### src/rtl/synth_note_pkg.sv
// Shared widths, index defaults and search FSM state encoding for note_period_detector.
package synth_note_pkg;

   localparam int IDX_W       = 7;
   localparam int PER_W       = 16;
   localparam int MIN_IDX_DEF = 12;
   localparam int MAX_IDX_DEF = 119;

   typedef enum logic [2:0] {
      S_IDLE = 3'd0,
      S_MEAS = 3'd1,
      S_RD   = 3'd2,
      S_CMP  = 3'd3,
      S_NA   = 3'd4,
      S_NB   = 3'd5,
      S_NC   = 3'd6,
      S_DONE = 3'd7
   } note_det_state_t;

endpackage

### src/rtl/note_edge_period.sv
// Synchronizes sig_in, detects rising edges and measures edge spacing with a
// saturating cycle counter; timeout is high while the counter sits at its maximum.
module note_edge_period
   import synth_note_pkg::*;
#(
   parameter int SYNC_STAGES = 2
) (
   input  logic             clk,
   input  logic             rstn,
   input  logic             sig_in,
   output logic             edge_stb,
   output logic [PER_W-1:0] period,
   output logic             timeout
);

   logic [SYNC_STAGES-1:0] sync_q;
   logic                   sig_prev;
   logic [PER_W-1:0]       cnt;

   always_ff @(posedge clk or negedge rstn) begin
      if (!rstn) begin
         sync_q   <= '0;
         sig_prev <= 1'b0;
      end else begin
         sync_q[0] <= sig_in;
         for (int i = 1; i < SYNC_STAGES; i++) begin
            sync_q[i] <= sync_q[i-1];
         end
         sig_prev <= sync_q[SYNC_STAGES-1];
      end
   end

   assign edge_stb = sync_q[SYNC_STAGES-1] & ~sig_prev;

   // Restarting at 1 makes a period of N cycles read back as exactly N.
   always_ff @(posedge clk or negedge rstn) begin
      if (!rstn) begin
         cnt <= '0;
      end else if (edge_stb) begin
         cnt <= PER_W'(1);
      end else if (cnt != '1) begin
         cnt <= cnt + 1'b1;
      end
   end

   assign period  = cnt;
   assign timeout = (cnt == '1);

endmodule

### src/rtl/note_period_detector.sv
// Measures the tone period and binary-searches the frequency ROM for the note index.
// NOTE_DET_NEAREST_EN enables nearest-neighbour refinement against rom[idx-1].
module note_period_detector
   import synth_note_pkg::*;
#(
   parameter int MIN_IDX     = MIN_IDX_DEF,
   parameter int MAX_IDX     = MAX_IDX_DEF,
   parameter int SYNC_STAGES = 2
) (
   input  logic             clk,
   input  logic             rstn,
   input  logic             sig_in,
   output logic             rom_en,
   output logic [IDX_W-1:0] rom_addr,
   input  logic [PER_W-1:0] rom_data,
   output logic [IDX_W-1:0] note_out,
   output logic [PER_W-1:0] period_out,
   output logic             note_valid,
   output logic             range_err,
   output logic             no_signal,
   output logic             overrun,
   output logic             busy
);

   localparam logic [IDX_W-1:0] MIN_I = IDX_W'(MIN_IDX);
   localparam logic [IDX_W-1:0] MAX_I = IDX_W'(MAX_IDX);

   note_det_state_t  state;
   logic             edge_stb;
   logic             timeout;
   logic [PER_W-1:0] cnt_p;
   logic [PER_W-1:0] p_q;
   logic [IDX_W-1:0] lo_q, hi_q, idx_q;
   logic [IDX_W:0]   mid_sum;
   logic [IDX_W-1:0] mid, lo_n, hi_n;
   logic             err_q;
   logic             nb_err;
   logic             nb_rd;
`ifdef NOTE_DET_NEAREST_EN
   logic [PER_W-1:0] a_q;
   logic [PER_W-1:0] diff_b, diff_a;
`endif

   note_edge_period #(
      .SYNC_STAGES (SYNC_STAGES)
   ) u_edge_period (
      .clk      (clk),
      .rstn     (rstn),
      .sig_in   (sig_in),
      .edge_stb (edge_stb),
      .period   (cnt_p),
      .timeout  (timeout)
   );

   always_comb begin
      mid_sum = {1'b0, lo_q} + {1'b0, hi_q};
      mid     = mid_sum[IDX_W:1];
      lo_n    = lo_q;
      hi_n    = hi_q;
      if (rom_data <= p_q) begin
         hi_n = mid;
      end else begin
         lo_n = mid + 1'b1;
      end
   end

   // Search lands on MAX only when every entry exceeds P, and on MIN with
   // rom[MIN] < P when P is longer than the lowest note.
   assign nb_err = (rom_data > p_q) | ((idx_q == MIN_I) & (p_q > rom_data));

`ifdef NOTE_DET_NEAREST_EN
   assign nb_rd  = (state == S_NB) & (idx_q > MIN_I) & ~nb_err;
   assign diff_b = rom_data - p_q;
   assign diff_a = p_q - a_q;
`else
   assign nb_rd  = 1'b0;
`endif

   assign rom_en = (state == S_RD) | (state == S_NA) | nb_rd;
   assign busy   = (state != S_IDLE) & (state != S_MEAS);

   always_comb begin
      rom_addr = '0;
      if (state == S_RD) begin
         rom_addr = mid;
      end else if (state == S_NA) begin
         rom_addr = idx_q;
      end else if (nb_rd) begin
         rom_addr = idx_q - 1'b1;
      end
   end

   always_ff @(posedge clk or negedge rstn) begin
      if (!rstn) begin
         state      <= S_IDLE;
         p_q        <= '0;
         lo_q       <= '0;
         hi_q       <= '0;
         idx_q      <= '0;
         err_q      <= 1'b0;
         note_out   <= '0;
         period_out <= '0;
         note_valid <= 1'b0;
         range_err  <= 1'b0;
         no_signal  <= 1'b1;
         overrun    <= 1'b0;
`ifdef NOTE_DET_NEAREST_EN
         a_q        <= '0;
`endif
      end else begin
         note_valid <= 1'b0;
         overrun    <= edge_stb & busy;
         if (timeout) begin
            no_signal <= 1'b1;
         end
         case (state)
            S_IDLE: if (edge_stb) state <= S_MEAS;
            S_MEAS: begin
               if (edge_stb) begin
                  p_q   <= cnt_p;
                  lo_q  <= MIN_I;
                  hi_q  <= MAX_I;
                  state <= S_RD;
               end else if (timeout) begin
                  state <= S_IDLE;
               end
            end
            S_RD:   state <= S_CMP;
            S_CMP: begin
               lo_q <= lo_n;
               hi_q <= hi_n;
               if (lo_n < hi_n) begin
                  state <= S_RD;
               end else begin
                  idx_q <= lo_n;
                  state <= S_NA;
               end
            end
            S_NA:   state <= S_NB;
            S_NB: begin
               err_q <= nb_err;
`ifdef NOTE_DET_NEAREST_EN
               a_q   <= rom_data;
               state <= nb_rd ? S_NC : S_DONE;
`else
               state <= S_DONE;
`endif
            end
`ifdef NOTE_DET_NEAREST_EN
            // Ties keep idx, i.e. the higher note.
            S_NC: begin
               if (diff_b < diff_a) begin
                  idx_q <= idx_q - 1'b1;
               end
               state <= S_DONE;
            end
`endif
            S_DONE: begin
               note_out   <= idx_q;
               period_out <= p_q;
               range_err  <= err_q;
               note_valid <= 1'b1;
               no_signal  <= 1'b0;
               state      <= S_MEAS;
            end
            default: state <= S_IDLE;
         endcase
      end
   end

endmodule

### config.mk
export PLATFORM = sky130hd
export DESIGN_NAME = note_period_detector
export DESIGN_NICKNAME = d
export VERILOG_FILES = /design/src/rtl/synth_note_pkg.sv /design/src/rtl/note_edge_period.sv /design/src/rtl/note_period_detector.sv
export SDC_FILE = /design/constraint.sdc
export NUM_CORES = 1
export LEC_CHECK = 0
export BUFFER_PORTS_ARGS = -buffer_cell sky130_fd_sc_hd__buf_2
export CAP_MARGIN = 15
export CORE_MARGIN = 2
export CORE_UTILIZATION = 63
export DETAILED_ROUTE_END_ITERATION = 10
export PLACE_DENSITY = 0.85
export SLEW_MARGIN = 20
export SYNTH_ARGS = -nofsm -noshare
export SYNTH_HDL_FRONTEND = slang
export SYNTH_SLANG_ARGS = --single-unit
### constraint.sdc
create_clock -name clk -period 8.05 [get_ports clk]
set_clock_uncertainty 0.15 [all_clocks]
set_input_delay 1.61 -clock clk [delete_from_list [all_inputs] [get_ports clk]]
set_output_delay 1.61 -clock clk [all_outputs]
set_load 0.03 [all_outputs]
==> impl_metrics.tcl <==
set metrics [dict create \
    final_cell_mix "86 x dfrtp_1, 53 x buf_2, 47 x mux2_2" \
    max-vdd-ir-drop_v 0.0001741 \
    start_kind "input port" \
    p_leak_nw 2.700 \
    placement.io_buffers 54 \
    drc 0 \
    setup.worst_path.start "rom_data[5]" \
    report.final.slew_viol_count 0 \
    grt_use_met3_pct 4.232 \
    period_share_pct 72.16 \
    die-area_mm2 0.008316 \
    top_level_ports 55 \
    syn_inst 450 \
    dieHeight_um 91.19 \
    postCtsSetupBuffers 0 \
    status "finished, final reports clean" \
    gp_congestion 0.9319 \
    cts_tree "done" \
    yosysWarnings 0 \
    p_per_area_mw_per_mm2 332.3 \
    worst_pin_slew_ns 0.9975 \
    setup-tns-final_ns 0 \
    clockBufferDepth 2 \
    end_kind "flop" \
    drv_cap 0 \
    globalRoute.busiestLayer "met2" \
    crit_end "idx_q[1]" \
    drive_above_1_share_pct 24.56 \
    core_region_area_mm2 0.007292 \
    ys_seq_area_share_pct 45.48 \
    synth_seq_cells 87 \
    ys_async_sr_fraction_pct 100.0 \
    synth_area_mm2 0.004790 \
    nets 554 \
    grt_max_degree 88 \
    slew-limit-headroom_pct 33.31 \
    overflow 0 \
    grt_setup_unrepaired "false" \
    synth_area_per_cell_um2 10.64 \
    hold_class "flop to flop" \
    fmax_mhz 172.1 \
    numClockSinks 87 \
    cts.clk_slew.worst_paths_ns 0.09 \
    yosys_most_used_dff "dfrtp_1" \
    grt_pass1_wl_um 17740 \
    critPathMaxStageDelay_ns 0.75 \
    vias 3787 \
    r2r_setup_slack_ns 3.13 \
    viasPerCell 6.229 \
    final_cells 608 \
    antenna_found_initial 0 \
    layout_commonest_cell "dfrtp_1" \
    wire_per_inst_um 17.72 \
    drt_iter0_markers 262 \
    fill_cells 538 \
    dr.pass1.iters 6 \
    grtUsageMet1_pct 33.61 \
    synth_cell_types 60 \
    postCtsHoldBufs 0 \
    r2r_cells 16 \
    dieWidth_um 91.19 \
    final_antenna_net_count 0 \
    rr_startpoint "lo_q[0]" \
    hold_ws_ns 0.2097 \
    grt.met2_usage_pct 47.53 \
    final_hold_viol_count 0 \
    clk_latency_ns 0.35 \
    setup_violations 0 \
    synth-edff-count 0 \
    place_hpwl_um 7924 \
    place_inst 592 \
    slowest_stage "a221oi_1" \
    synthesis.nets 500 \
    diodes 0 \
    cts-buffers-inserted 9 \
    wl_um 10770 \
    timing_worst_setup_path_type "input port to flop" \
    grt_pass1_vias 3759 \
    crit_fanout 12 \
    grt_use_total_pct 26.69 \
    arrival_ns 5.89 \
    num_rows 31 \
    r2r-end "idx_q[1]" \
    root_buffer "clkbuf_8" \
    area_delta_synth_final_pct 11.36 \
    cts_resized 0 \
    cp_cell_sequence "buf_2 -> inv_1 -> ha_1 -> a21oi_1 -> o21ai_0 -> a221oi_1 -> nand3_1 -> nand2_1 -> nand2_1 -> ha_1 -> a21oi_1 -> o21a_1 -> o2111ai_1 -> or4_1 -> nand3_2 -> mux2_2" \
    required_ns 8.13 \
    h-tree-depth 3 \
    start_util_pct 65.68 \
    finalCriticalPeriod_ns 5.809 \
]
power breakdown:
group	leakage (nW)	internal (mW)	total, mW	switching [mW]
clock	0.0892	0.117	0.279	0.162
sequential	1.13	0.516	0.604	0.0875
combinational	1.48	0.344	0.890	0.546
cell usage after synthesis (7+ instances only):
master | instances | share of area, %
a21oi_1 | 21 | 2.2
a31oi_1 | 7 | 0.91
clkbuf_1 | 11 | 0.86
dfrtp_1 | 86 | 45
ha_1 | 30 | 7.8
inv_1 | 23 | 1.8
mux2_2 | 47 | 11
mux2i_1 | 9 | 1.9
nand2_1 | 24 | 1.9
nand3_1 | 14 | 1.5
nor2_1 | 43 | 3.4
o21ai_0 | 12 | 1.3
o22a_1 | 8 | 1.5
xnor2_1 | 9 | 1.6
worst max-delay path: cells and delay by family:
family                   cells  cell delay (ns)
AO/OA/AOI/OAI                6             1.47
multiplexers                 1             0.36
adder cells (fa/ha/maj)      2             0.64
AND/OR/NAND/NOR              5             1.68
buffers and inverters        2             0.12
per-layer routing:
metal | wire [um] | vias up
met4 | 194 | 0
met3 | 467 | 26
met2 | 5677 | 128
met1 | 4432 | 1876
met5 | 0 | -
li1 | - | 1757
cell families after synthesis:
family                   Yosys count  share of synthesized area (%)
buffers and inverters             36                          2.874
AO/OA/AOI/OAI                     88                          12.62
multiplexers                      57                          13.17
adder cells (fa/ha/maj)           31                          8.255
XOR/XNOR                          16                          3.083
AND/OR/NAND/NOR                  135                          14.52
flip-flops                        87                          45.48
state kept, by name, summed over array words and instances, names as in the netlist, 2 cells and up:
register              count
state                     3
u_edge_period.period     16
note_out                  7
hi_q                      7
u_edge_period.sync_q      2
lo_q                      7
period_out               16
p_q                      16
idx_q                     7
worst min-delay path by stage:
stage / startpoint / cells past startpoint / to / slack [ns]
6_report: u_edge_period.sync_q[0] / 0 / u_edge_period.sync_q[1] / 0.21
5_1_grt: u_edge_period.sync_q[0] / 0 / u_edge_period.sync_q[1] / 0.21
4_1_cts: u_edge_period.sync_q[0] / 0 / u_edge_period.sync_q[1] / 0.21
3_5_place_dp: u_edge_period.sync_q[0] / 0 / u_edge_period.sync_q[1] / 0.19
3_3_place_gp: u_edge_period.sync_q[0] / 0 / u_edge_period.sync_q[1] / 0.19
2_1_floorplan: u_edge_period.sync_q[0] / 0 / u_edge_period.sync_q[1] / 0.18
layout make-up:
cell class                      count  area [um2]  area share [%]
Sequential cell                    87        2178           40.84
Multi-Input combinational cell    327        2476           46.42
Clock inverter                      6       50.05          0.9383
Clock buffer                       10       127.6           2.393
Timing Repair Buffer               56       291.5           5.466
Tap cell                           99       123.9           2.322
Inverter                           23       86.33           1.619
through the flow:
stage | utilization, % | cell area (um2) | total power, mW | setup WS, ns
finish | 73.15 | 5334 | 1.773 | 2.241
CTS | 73.06 | 5328 | 1.766 | 2.361
global route | 73.15 | 5334 | 1.883 | 1.946
detailed placement | 70.62 | 5150 | 1.488 | 2.006
global placement | 70.62 | 5150 | 1.458 | 2.229
floorplan | - | 4790 | 1.251 | 2.813
(Power assumes the default switching activity.)
